===== src/rtl/lm07_pkg.sv =====
// Shared types and constants for the LM07/LM70 read sequencer.
package lm07_pkg;

  // Sequencer FSM states.
  typedef enum logic [1:0] {
    IDLE  = 2'd0,
    SETUP = 2'd1,
    SHIFT = 2'd2,
    DONE  = 2'd3
  } lm07_state_t;

  // Default sensor frame length in bits.
  localparam int FRAME_BITS_DEF = 16;

  // Pin positions on the tile's uio bus.
  localparam int CS_BIT  = 0;
  localparam int SCK_BIT = 1;
  localparam int SIO_BIT = 4;

  // Counter width able to hold values 0..n-1, never less than one bit.
  function automatic int cnt_width(input int n);
    return (n <= 2) ? 1 : $clog2(n);
  endfunction

endpackage


===== src/rtl/lm07_read_sequencer_if.sv =====
// Host-side control/result bundle between the sequencer and the display logic.
interface lm07_read_sequencer_if #(
  parameter int FRAME_BITS = 16
);
  logic                  ena;
  logic                  auto_en;
  logic                  req;
  logic                  busy;
  logic [FRAME_BITS-1:0] temp_data;
  logic                  temp_valid;
  logic [7:0]            frame_cnt;

  // Host drives the controls and consumes the results.
  modport master (
    output ena, auto_en, req,
    input  busy, temp_data, temp_valid, frame_cnt
  );

  // Sequencer consumes the controls and produces the results.
  modport slave (
    input  ena, auto_en, req,
    output busy, temp_data, temp_valid, frame_cnt
  );
endinterface


===== src/rtl/lm07_sample_timer.sv =====
// Periodic sample timer: one-cycle expiry pulse every SAMPLE_PERIOD clocks while enabled.
module lm07_sample_timer
  import lm07_pkg::*;
#(
  parameter int SAMPLE_PERIOD = 1000
) (
  input  logic clk,
  input  logic rst_n,
  input  logic en,
  output logic expire
);

  localparam int             CNT_W  = cnt_width(SAMPLE_PERIOD);
  localparam logic [CNT_W-1:0] RELOAD = CNT_W'(SAMPLE_PERIOD - 1);

  logic [CNT_W-1:0] cnt_reg;
  logic [CNT_W-1:0] cnt_next;

  assign expire = en && (cnt_reg == '0);

  // Count down while enabled; reload on expiry, park at the reload value when disabled.
  always_comb begin
    cnt_next = cnt_reg;
    if (!en || (cnt_reg == '0)) begin
      cnt_next = RELOAD;
    end else begin
      cnt_next = cnt_reg - 1'b1;
    end
  end

  // Counter register.
  always_ff @(posedge clk or negedge rst_n) begin
    if (!rst_n) begin
      cnt_reg <= RELOAD;
    end else begin
      cnt_reg <= cnt_next;
    end
  end

endmodule


===== src/rtl/lm07_read_sequencer.sv =====
// LM07/LM70 SPI read sequencer: serializes host and timer triggers into
// single 16-bit frame reads and publishes each frame with a valid pulse.
module lm07_read_sequencer
  import lm07_pkg::*;
#(
  parameter int CLK_DIV       = 4,
  parameter int SAMPLE_PERIOD = 1000,
  parameter int FRAME_BITS    = FRAME_BITS_DEF
) (
  input  logic                   clk,
  input  logic                   rst_n,
  lm07_read_sequencer_if.slave   host,
  input  logic                   sio,
  output logic                   cs,
  output logic                   sck
);

  localparam int                DIV_W     = cnt_width(CLK_DIV);
  localparam logic [DIV_W-1:0]  DIV_MAX   = DIV_W'(CLK_DIV - 1);
  localparam int                HALF_W    = cnt_width(2 * FRAME_BITS);
  localparam logic [HALF_W-1:0] LAST_HALF = HALF_W'(2 * FRAME_BITS - 1);

  lm07_state_t           state_reg, state_next;
  logic [DIV_W-1:0]      div_cnt_reg, div_cnt_next;
  logic [HALF_W-1:0]     half_cnt_reg, half_cnt_next;
  logic                  sck_reg, sck_next;
  logic [FRAME_BITS-1:0] shift_data_reg, shift_data_next;
  logic [FRAME_BITS-1:0] temp_data_reg, temp_data_next;
  logic [7:0]            frame_cnt_reg, frame_cnt_next;
  logic                  pending_reg, pending_next;
  logic                  timer_expire;
  logic                  trigger_any;

  lm07_sample_timer #(
    .SAMPLE_PERIOD(SAMPLE_PERIOD)
  ) u_sample_timer (
    .clk    (clk),
    .rst_n  (rst_n),
    .en     (host.auto_en),
    .expire (timer_expire)
  );

  // A trigger in the very cycle a frame starts is absorbed by that frame.
  assign trigger_any = pending_reg | host.req | timer_expire;

  assign cs              = !((state_reg == SETUP) || (state_reg == SHIFT));
  assign sck             = sck_reg;
  assign host.busy       = (state_reg != IDLE);
  assign host.temp_valid = (state_reg == DONE);
  assign host.temp_data  = temp_data_reg;
  assign host.frame_cnt  = frame_cnt_reg;

  // Next-state and datapath updates for the frame sequencer.
  always_comb begin
    state_next      = state_reg;
    div_cnt_next    = div_cnt_reg;
    half_cnt_next   = half_cnt_reg;
    sck_next        = sck_reg;
    shift_data_next = shift_data_reg;
    temp_data_next  = temp_data_reg;
    frame_cnt_next  = frame_cnt_reg;
    pending_next    = trigger_any;

    unique case (state_reg)
      IDLE: begin
        if (trigger_any && host.ena) begin
          pending_next = 1'b0;
          state_next   = SETUP;
          div_cnt_next = DIV_MAX;
        end
      end
      SETUP: begin
        if (div_cnt_reg == '0) begin
          // First SCK rise: sensor already drives the MSB since CS fell.
          state_next      = SHIFT;
          div_cnt_next    = DIV_MAX;
          half_cnt_next   = '0;
          sck_next        = 1'b1;
          shift_data_next = {shift_data_reg[FRAME_BITS-2:0], sio};
        end else begin
          div_cnt_next = div_cnt_reg - 1'b1;
        end
      end
      SHIFT: begin
        if (div_cnt_reg == '0) begin
          div_cnt_next = DIV_MAX;
          if (half_cnt_reg == LAST_HALF) begin
            // Full frame received: publish it atomically with the valid pulse.
            state_next     = DONE;
            sck_next       = 1'b0;
            temp_data_next = shift_data_reg;
            frame_cnt_next = frame_cnt_reg + 8'd1;
          end else begin
            half_cnt_next = half_cnt_reg + 1'b1;
            sck_next      = ~sck_reg;
            if (!sck_reg) begin
              shift_data_next = {shift_data_reg[FRAME_BITS-2:0], sio};
            end
          end
        end else begin
          div_cnt_next = div_cnt_reg - 1'b1;
        end
      end
      DONE: begin
        state_next = IDLE;
      end
      default: begin
        state_next = IDLE;
      end
    endcase
  end

  // FSM state register.
  always_ff @(posedge clk or negedge rst_n) begin
    if (!rst_n) begin
      state_reg <= IDLE;
    end else begin
      state_reg <= state_next;
    end
  end

  // Datapath registers: SCK divider, shift register, results and pending flag.
  always_ff @(posedge clk or negedge rst_n) begin
    if (!rst_n) begin
      div_cnt_reg    <= '0;
      half_cnt_reg   <= '0;
      sck_reg        <= 1'b0;
      shift_data_reg <= '0;
      temp_data_reg  <= '0;
      frame_cnt_reg  <= '0;
      pending_reg    <= 1'b0;
    end else begin
      div_cnt_reg    <= div_cnt_next;
      half_cnt_reg   <= half_cnt_next;
      sck_reg        <= sck_next;
      shift_data_reg <= shift_data_next;
      temp_data_reg  <= temp_data_next;
      frame_cnt_reg  <= frame_cnt_next;
      pending_reg    <= pending_next;
    end
  end

endmodule


===== src/flat_wrapper.sv =====
// flat-port wrapper written by rule: the top's interface ports become plain ports
module lm07_read_sequencer_flat import lm07_pkg::*;
#(
  parameter int CLK_DIV       = 4,
  parameter int SAMPLE_PERIOD = 1000,
  parameter int FRAME_BITS    = FRAME_BITS_DEF
)
  (clk, rst_n, sio, cs, sck, host_ena, host_auto_en, host_req, host_busy, host_temp_data, host_temp_valid, host_frame_cnt);
  lm07_read_sequencer_if #(.FRAME_BITS(FRAME_BITS)) host_i ();
  input  logic clk;
  input  logic rst_n;
  input  logic sio;
  output logic cs;
  output logic sck;
  input wire logic [$bits(host_i.ena)-1:0] host_ena;
  input wire logic [$bits(host_i.auto_en)-1:0] host_auto_en;
  input wire logic [$bits(host_i.req)-1:0] host_req;
  output wire logic [$bits(host_i.busy)-1:0] host_busy;
  output wire logic [$bits(host_i.temp_data)-1:0] host_temp_data;
  output wire logic [$bits(host_i.temp_valid)-1:0] host_temp_valid;
  output wire logic [$bits(host_i.frame_cnt)-1:0] host_frame_cnt;
  assign host_i.ena = host_ena;
  assign host_i.auto_en = host_auto_en;
  assign host_i.req = host_req;
  assign host_busy = host_i.busy;
  assign host_temp_data = host_i.temp_data;
  assign host_temp_valid = host_i.temp_valid;
  assign host_frame_cnt = host_i.frame_cnt;
  lm07_read_sequencer #(.CLK_DIV(CLK_DIV), .SAMPLE_PERIOD(SAMPLE_PERIOD), .FRAME_BITS(FRAME_BITS)) u_core (.clk(clk), .rst_n(rst_n), .host(host_i), .sio(sio), .cs(cs), .sck(sck));
endmodule

===== config.mk =====
export PLATFORM = sky130hd
export DESIGN_NAME = lm07_read_sequencer_flat
export DESIGN_NICKNAME = d
export VERILOG_FILES = /design/src/rtl/lm07_pkg.sv /design/src/rtl/lm07_read_sequencer_if.sv /design/src/rtl/lm07_sample_timer.sv /design/src/rtl/lm07_read_sequencer.sv /design/src/flat_wrapper.sv
export SDC_FILE = /design/constraint.sdc
export NUM_CORES = 1
export LEC_CHECK = 0
export BUFFER_PORTS_ARGS = -buffer_cell sky130_fd_sc_hd__clkbuf_2
export CAP_MARGIN = 20
export CORE_ASPECT_RATIO = 1.75
export CORE_MARGIN = 5
export CORE_UTILIZATION = 61
export CTS_CLUSTER_SIZE = 12
export DETAILED_ROUTE_END_ITERATION = 8
export PLACE_DENSITY = 0.81
export SLEW_MARGIN = 20
export SYNTH_ARGS = -nofsm -noshare
export SYNTH_HDL_FRONTEND = slang
export SYNTH_SLANG_ARGS = --single-unit

===== constraint.sdc =====
create_clock -name clk -period 4.7 [get_ports clk]
set_clock_uncertainty 0.2 [all_clocks]
set_input_delay 0.94 -clock clk [delete_from_list [all_inputs] [get_ports clk]]
set_output_delay 0.94 -clock clk [all_outputs]
set_load 0.005 [all_outputs]

; After elaboration in Yosys (flattened, before gate mapping)
; Cells that the tools add are included.
[word_totals]
elab_cells = 69
input_bits = 6
ff_bits = 61
output_inout_bits = 28
[op_classes]
n_reduce_logical = 19
add_sub_neg = 4
n_eq_ne = 10
n_bitwise = 3
muxes = 24
[op_table]
columns = op, count
row1 = $mux 16, 4
row2 = $pmux 16 s2, 1
row3 = $mux 5, 3
row4 = $mux 2, 6
row5 = $logic_not 10->1, 1
row6 = $mux 10, 1
row7 = $ne 2x2->1 const B, 5
row8 = $pmux 5 s2, 1
row9 = $sub 10x1->10 const B, 1
row10 = $add 8x1->8 const B, 1
row11 = $pmux 2 s4, 1
row12 = $reduce_and 4->1, 2
row13 = $reduce_and 3->1, 2
row14 = $reduce_bool 2->1, 3
row15 = $add 5x1->5 const B, 1
row16 = $eq 5x5->1 const B, 1
row17 = $mux 1, 5
row18 = $reduce_and 5->1, 1
row19 = $eq 2x2->1 const B, 2
row20 = $logic_not 2->1, 2
row21 = $pmux 2 s2, 1
row22 = $eq 2x1->1 const B, 1
row23 = $logic_and 1x1->1, 2
row24 = $logic_not 1->1, 2
row25 = other kinds (8), 10

; Logic depth before layout (Yosys ltp)
; Gate-level depths: netlist (run 1).
[depth]
ltp_word = 6
mapped_depth = 9
mapped_depth_nobuf = 7

; Hierarchy
; Synthesis (run 1) repeated with hierarchy kept, for this count alone.
[hier_totals]
cells_unflattened = 248
hier_area_um2 = 2798.9
[by_module_without_submodules]
columns = mod, seq_area_each_um2, instances, area_per_inst_um2, cells_per_inst
row1 = lm07_read_sequencer, 1276.2, 1, 2288.4, 197
row2 = lm07_sample_timer, 260.2, 1, 510.5, 51

; Worst setup path after synthesis (run 1)
; No wires, ideal clock.
[synth_timing]
path_type = reg2reg
startpoint = register u_core.half_cnt_reg[0]
endpoint = register u_core.shift_data_reg[0]
period_less_slack_ns = 2.536
setup_time_ns = 0.125
stages_incl_launch_ff = 10
n_path_buf = 2
required_ns = 4.375
arrival_ns = 2.211
slack_ns = 2.164
path_cell_list = dfrtp_1 -> ha_1 -> and3_1 -> ha_1 -> buf_2 -> nor2_1 -> mux2_2 -> nand2_1 -> clkbuf_1 -> mux2_2
[synth_via]
elab_chain_len = 3
[synth_rtl]
columns = item, line_no
row1 = "start, declared", lm07_read_sequencer.sv:25  ; logic [HALF_W-1:0] half_cnt_reg, half_cnt_next;
row2 = "start signal, assigned", lm07_read_sequencer.sv:134  ; half_cnt_reg <= half_cnt_next;
row3 = $eq 5x5->1, lm07_read_sequencer.sv:87  ; if (half_cnt_reg == LAST_HALF) begin
row4 = $ne 2x2->1 (no source line), n/a
row5 = $reduce_and 5->1 (no source line), n/a
row6 = "end signal, assigned", lm07_read_sequencer.sv:136  ; shift_data_reg <= shift_data_next;
row7 = "end, declared", lm07_read_sequencer.sv:27  ; logic [FRAME_BITS-1:0] shift_data_reg, shift_data_next;
; Every way passes these cells.
; A chain may end at the register's enable or synchronous reset.

; Final worst setup path (run 1)
[layout_timing]
startpoint = register u_core.half_cnt_reg[1]
endpoint = register u_core.frame_cnt_reg[7], in the netlist u_core.host.frame_cnt[7]
[layout_via]
elab_chain_len = 2
[layout_rtl]
columns = item, line_no
row1 = $eq 5x5->1, lm07_read_sequencer.sv:87
row2 = $reduce_and 3->1 (no source line), n/a
row3 = "end signal, assigned", lm07_read_sequencer.sv:138  ; frame_cnt_reg <= frame_cnt_next;
row4 = "end, declared", lm07_read_sequencer.sv:29  ; logic [7:0] frame_cnt_reg, frame_cnt_next;
; Every way passes these cells.

==> results of run 1 <==
==> layout make-up <==
| class | instances | area share |
|---|---|---|
| clock buffers | 9 | 0.03974 |
| clock inverters | 7 | 0.01646 |
| inverters | 13 | 0.01566 |
| multi-input cells | 137 | 0.3593 |
| flip-flops and latches | 61 | 0.4930 |
| well taps | 51 | 0.02047 |
| repair buffers | 34 | 0.05540 |
==> layer usage <==
metal  vias to the layer above  part of all wire  track usage
met1                       877              0.41       0.2063
met2                        30              0.53       0.2877
li1                        839                 -            -
met4                         0             0.018      0.09015
met3                         6             0.042      0.05374
met5                         -                 0            0
==> placed cells by master, fill, tap and decap left out, types with 3 or more instances in the layout <==
cell       n
dfrtp_1   53
mux2_2    36
clkbuf_2  33
nand2_1   15
inv_1     13
xnor2_1   11
ha_1      11
nor2_1    10
clkbuf_8   9
a22o_1     8
dfstp_2    8
nand3_1    7
nor3_1     5
o21ai_0    4
xor2_1     3
==> worst paths after layout <==
check / cells after the start / start / to / slack [ps]
setup / recovery: 7 / u_core.half_cnt_reg[1]$_DFFE_PN0P_ / u_core.host.frame_cnt[7]$_DFFE_PN0P_ / 1810
hold / removal: 1 / u_core.u_sample_timer.cnt_reg[0]$_DFF_PN1_ / u_core.u_sample_timer.cnt_reg[0]$_DFF_PN1_ / 260
setup reg to reg: 7 / u_core.half_cnt_reg[1]$_DFFE_PN0P_ / u_core.host.frame_cnt[7]$_DFFE_PN0P_ / 1810
hold reg to reg: 1 / u_core.u_sample_timer.cnt_reg[0]$_DFF_PN1_ / u_core.u_sample_timer.cnt_reg[0]$_DFF_PN1_ / 260
max in group asynchronous: 2 / rst_n / u_core.host.temp_data[10]$_DFFE_PN0P_ / 2950
min in group asynchronous: 1 / rst_n / u_core.half_cnt_reg[3]$_DFFE_PN0P_ / 480
==> cells by family after synthesis <==
| group | Yosys count |
|---|---|
| xor gates and xnor gates | 14 |
| buffers and inverters | 20 |
| muxes | 37 |
| and+or+nand+nor | 53 |
| AOI/OAI and AO/OA | 22 |
| adders and majority gates | 11 |
| DFF | 61 |
==> stage by stage <==
stage | hold slack [ps] | power [mW] | cell area [sq um] | cells
2_1_floorplan | 228.7 | 0.9298 | 2734 | 218
3_3_place_gp | 243.5 | 1.017 | 2942 | 296
3_5_place_dp | 246.4 | 1.031 | 2942 | 296
4_1_cts | 263.8 | 1.439 | 3117 | 312
5_1_grt | 279.9 | 1.513 | 3117 | 312
6_report | 260.6 | 1.420 | 3117 | 312
==> power by group <==
group          switching, mW  internal (mW)
clock network          0.213          0.192
logic                  0.181          0.181
registers             0.0536          0.600
total                  0.447          0.973
==> critical path: stages, from the launching register on <==
cell and delay (ps):
dfrtp_1 410, ha_1 210, and3_1 170, ha_1 340, nand3_1 730, nor2_1 450, nand3_1 140, xnor2_1 140
==> results.tsv, run 1 <==
stage	metric	value	unit
setup_path	CP Max Fanout	20	
synth	complex-gate fraction of the synthesized area	0.06224	
floorplan	I/O pin count	34	
synth	share of flip-flops with an asynchronous set or reset	1.000	
clock_network	CTS H-Tree Depth	3	
synth	post-synthesis adder-cell area fraction	0.05034	
setup_path	Crit. End Element	flop	
place	Post-DP HPWL	3269	microns
floorplan	Die Span X	60.61	microns
place	Port Buffers	33	
global_routing	first-pass GRT wire length	7948	microns
synth	Synth top area share	0.4851	
layout	Multi-input gate area	1120	sq um
sta	unrepaired setup endpoints after global routing	false	
sta	fin crit period	2892	ps
run_status	status	finished clean	
synth	Post-synth top flop	dfrtp_1	
setup_path	Worst EP arrival	2920	ps
layout	fillers	323	
route	wire per inst	14.77	microns
power	PD cells	455.6	nW/um^2
sta	Max Slew Vio Count	0	
floorplan	core footprint	4364	sq um
route	Antenna Nets Post-Route	0	
synth	mean post-synth cell area	12.54	sq um
sta	Final Cycle Share	0.6153	
synth	FF+latch count, synth	61	
sta	Worst Tran Pin Value	950.9	ps
synth	sequential area share after synthesis	0.5620	
setup_path	required time of the critical path	4730	ps
clock_network	worst-skew pair later-pin latency	340	ps
job	max cap viols	0	
route	Post-route DRC	0	
global_routing	global route total overflow	0	
layout	sequential cell area	1536	sq um
synth	Netlist Area Pre-Place	2734	sq um
clock_network	Clock Pin Slew Worst Setup and Hold Paths	70	ps
sta	final hold vios	0	
synth	Post-synth EDFFs	0	
synth	net count after synthesis	235	
global_routing	vias in the first global route	1788	
layout	Ant. Diodes	0	
global_routing	largest net degree at the start of global routing	35	
clock_network	Clock Path Buffers	2	
clock_network	post-CTS sizing	0	
power	Max VDD drop	0.3309	mV
synth	mux contribution to synthesized area	0.1519	
floorplan	DIE AREA	5973	sq um
synth	Syn Inst Count	218	
setup_path	CP Class	flop to flop	
setup_path	startpoint type of the worst setup path	flop	
route	via count	1752	
synth	synth cell count leaders	dfrtp_1, mux2_2, nand2_1	
clock_network	CTS Root Cell	clkbuf_8	
clock_network	Post-CTS Setup Bufs	0	
sta	Rel. slew slack	0.3643	
route	initial DRC count	46	
floorplan	Initial Util	0.6264	
layout	fin util	0.7142	
clock_network	CTS buffer count	9	
clock_network	CTS tree	built	
synth	synth warn	0	
sta	f_max	345.8	MHz
route	DRT Wirelength	4608	microns
min_path	Hold WC Path Type	flop to flop	
synth	largest family of logic cells by synthesized area	multiplexers	
route	drt first pass iters	4	
synth	Cell variety after synth	39	
global_routing	Tot GR Track Use	0.1778	
clock_network	TritonCTS Sinks	61	
layout	Post-layout nets	273	
place	Routability Congestion	0.7914	
layout	Area Overhead vs Synth	14.00	%
synth	area leader, netlist	dfrtp_1	
synth	post-synthesis xor/xnor area fraction	0.04485	
route	vias per inst	5.615	
sta	final setup violation count	0	
clock_network	cts hold-fix bufs	0	
global_routing	initial antenna violation count	0	
floorplan	row count	32	
sta	Setup TNS	0	ps
sta	worst setup margin	1808	ps
power	leakage	1.580	nW
place	pre-CTS setup slack	1839	ps
synth	simple logic cell fraction of the synthesized area	0.1002	
floorplan	die height	98.56	microns
synth	Synth area leaders	dfrtp_1, mux2_2, dfstp_2	
layout	fraction of layout cells with a size suffix above 1	0.3793	
synth	most frequent cell after synthesis	dfrtp_1	
Note: power is estimated with default switching activity, not from simulation.
==> inputs of run 2 (changes only) <==
- ABC_AREA: not set -> 1
- CORE_UTILIZATION: 61 -> 51
- PLACE_DENSITY: 0.81 -> 0.72
- clock period: 4.7 -> 2.4 ns (I/O delays scaled with it)
==> run 2 against run 1 <==
Compared with the run above:
- non-clock buffer count increased by 3
- sequential power increased by 94%
- utilization decreased by 10 points
- first-iteration DRC count increased by 91%
- via count increased by 9.4%
- combinational power increased by 120%
- count of clock-buffer cells in the layout increased by 2
- critical endpoint is now u_core.sck$_DFFE_PN0P_
==> results.tsv, run 2 <==
stage	metric	value	unit	change
synth	FF+latch count, synth	61		unchanged
synth	synth warn	0		unchanged
setup_path	CP Max Fanout	33		was 20
clock_network	CTS H-Tree Depth	3		unchanged
sta	final hold vios	0		unchanged
sta	Setup TNS	0	ps	unchanged
sta	Max Slew Vio Count	0		unchanged
setup_path	slowest CP cell	o21ai_4		was nand3_1
synth	synth cell count leaders	nand2_1, dfrtp_1, inv_1		was dfrtp_1, mux2_2, nand2_1
floorplan	DIE AREA	6999	sq um	was 5973 sq um
place	Routability Congestion	0.7595		was 0.7914
setup_path	slowest cell delay on critical path	740	ps	was 730 ps
power	leakage	1.602	nW	was 1.580 nW
floorplan	die height	107.0	microns	was 98.56 microns
sta	final setup violation count	0		unchanged
layout	most common cell after layout, fill and taps aside	nand2_1		was dfrtp_1
clock_network	Clock Pin Slew Worst Setup and Hold Paths	60	ps	was 70 ps
synth	area leader, netlist	dfrtp_1		unchanged
synth	Post-synth top flop	dfrtp_1		unchanged
sta	Rel. slew slack	0.3869		was 0.3643
synth	share of flip-flops with an asynchronous set or reset	1.000		unchanged
clock_network	Clock Path Buffers	2		unchanged
setup_path	CP cell instances	inv_1, ha_1, inv_1, o21ai_4, o21ai_0		was ha_1, and3_1, ha_1, nand3_1, nor2_1, nand3_1, xnor2_1
power	Max VDD drop	0.8875	mV	was 0.3309 mV
synth	sequential area share after synthesis	0.5605		was 0.5620
floorplan	row count	35		was 32
power	Tot Pwr	3.186	mW	was 1.420 mW
setup_path	CP most frequent cell	inv_1		
layout	fraction of layout cells with a size suffix above 1	0.2530		was 0.3793
setup_path	startpoint type of the worst setup path	flop		unchanged
layout	Ant. Diodes	0		unchanged
global_routing	first-pass GRT wire length	8183	microns	was 7948 microns
power	PD cells	988.9	nW/um^2	was 455.6 nW/um^2
setup_path	Worst EP arrival	2200	ps	was 2920 ps
min_path	Hold WC Path Type	input pin to flop		was flop to flop
layout	Area Overhead vs Synth	17.53	%	was 14.00%
global_routing	largest net degree at the start of global routing	44		was 35
floorplan	Initial Util	0.5217		was 0.6264
place	Port Buffers	33		unchanged
clock_network	Post-CTS Setup Bufs	0		unchanged
clock_network	CTS Root Cell	clkbuf_8		unchanged
route	drt first pass iters	4		unchanged
clock_network	CTS buffer count	9		unchanged
layout	sequential cell area	1536	sq um	unchanged
synth	mean post-synth cell area	9.721	sq um	was 12.54 sq um
synth	Post-synth EDFFs	0		unchanged
layout	fillers	444		was 323
layout	most frequent cells in the layout	nand2_1, dfrtp_1, inv_1		was dfrtp_1, mux2_2, clkbuf_2
clock_network	worst-skew pair later-pin latency	330	ps	was 340 ps
sta	fin crit period	2246	ps	was 2892 ps
run_status	status	finished clean		unchanged
route	initial DRC count	88		was 46
synth	Syn Inst Count	282		was 218
job	max cap viols	0		unchanged
sta	unrepaired setup endpoints after global routing	false		unchanged
setup_path	Crit. End Element	flop		unchanged
route	DRT Wirelength	4684	microns	was 4608 microns
synth	Cell variety after synth	30		was 39
sta	Final Cycle Share	0.9357		was 0.6153
sta	f_max	445.3	MHz	was 345.8 MHz
route	wire per inst	12.23	microns	was 14.77 microns
synth	Netlist Area Pre-Place	2741	sq um	was 2734 sq um
setup_path	CP Class	flop to flop		unchanged
sta	Worst Tran Pin Value	916.1	ps	was 950.9 ps
clock_network	CTS tree	built		unchanged
setup_path	required time of the critical path	2350	ps	was 4730 ps
floorplan	Die Span X	65.42	microns	was 60.61 microns
clock_network	post-CTS sizing	0		unchanged
route	via count	1917		was 1752
synth	Synth top area share	0.4838		was 0.4851
route	vias per inst	5.005		was 5.615
layout	Post-layout nets	341		was 273
floorplan	I/O pin count	34		unchanged
global_routing	vias in the first global route	1940		was 1788
global_routing	global route total overflow	0		unchanged
synth	Synth area leaders	dfrtp_1, nand2_1, dfstp_2		was dfrtp_1, mux2_2, dfstp_2
global_routing	initial antenna violation count	0		unchanged
place	Post-DP HPWL	3384	microns	was 3269 microns
floorplan	core footprint	5255	sq um	was 4364 sq um
synth	net count after synthesis	299		was 235
route	Antenna Nets Post-Route	0		unchanged
global_routing	Tot GR Track Use	0.1516		was 0.1778
layout	Multi-input gate area	1017	sq um	was 1120 sq um
synth	most frequent cell after synthesis	nand2_1		was dfrtp_1
route	Post-route DRC	0		unchanged
clock_network	TritonCTS Sinks	61		unchanged
run 2: report_power, final:
group	internal [mW]	total, mW	switching [mW]
Sequential	1.18	1.27	0.0877
Combinational	0.286	0.799	0.513
Clock	0.739	1.12	0.377
Total	2.21	3.19	0.978
run 2: kinds of logic after synthesis:
kind of cell,synth area share
DFF,0.5605
and+or+nand+nor,0.1689
buffers and inverters,0.06846
AOI/OAI and AO/OA,0.1086
muxes,0.008215
adders and majority gates,0.05020
xor gates and xnor gates,0.03514
run 2: final cells by class:
cell class                      instances  share of cell area
Multi-Input combinational cell        177              0.3157
Timing Repair Buffer                   37             0.06524
Clock inverter                          4             0.02951
Sequential cell                        61              0.4769
Inverter                               38             0.04427
Tap cell                               55             0.02136
Clock buffer                           11             0.04699
run 2: worst max-delay path: cells and delay by family, from the launching register on:
family                     cells  cell delay (ps)
buffers and inverters          2              240
adders and majority gates      1              260
DFF                            1              420
AOI/OAI and AO/OA              2              960
run 2: worst paths after layout:
| kind | from | to | slack [ps] | cells past startpoint |
|---|---|---|---|---|
| max in group asynchronous | rst_n | u_core.u_sample_timer.cnt_reg[9]$_DFF_PN1_ | 920 | 3 |
| hold / removal | host_ena | u_core.pending_reg$_DFF_PN0_ | 180 | 2 |
| setup / recovery | u_core.state_reg[0]$_DFFE_PN0P_ | u_core.sck$_DFFE_PN0P_ | 150 | 5 |
| hold reg to reg | u_core.host.frame_cnt[7]$_DFFE_PN0P_ | u_core.host.frame_cnt[7]$_DFFE_PN0P_ | 270 | 1 |
| min in group asynchronous | rst_n | u_core.host.temp_data[13]$_DFFE_PN0P_ | 430 | 2 |
| setup reg to reg | u_core.state_reg[0]$_DFFE_PN0P_ | u_core.sck$_DFFE_PN0P_ | 150 | 5 |
run 2: per-layer routing:
layer / vias to the layer above / track usage / share of wire
li1: 979 / - / -
met1: 894 / 0.1738 / 0.43
met2: 34 / 0.2574 / 0.50
met3: 10 / 0.04403 / 0.041
met4: 0 / 0.06677 / 0.021
met5: - / 0 / 0
run 2: stage by stage:
stage | instances | worst slack, ps | util | instance area (sq um) | hold WS (ps)
4_1_cts | 383 | 137.1 | 0.6131 | 3222 | 175.5
2_1_floorplan | 282 | 536.0 | - | 2741 | -15.59
3_5_place_dp | 367 | 178.8 | 0.5643 | 2965 | 261.8
6_report | 383 | 154.3 | 0.6131 | 3222 | 180.3
3_3_place_gp | 367 | 246.2 | 0.5643 | 2965 | 249.7
5_1_grt | 383 | 1.099 | 0.6131 | 3222 | 160.7
run 2: repair_timing:
item / CTS / global route
hold buffers: 1 / 0
hold endpoints to repair: 15 / 0
endpoints found under the setup margin: 0 / 0
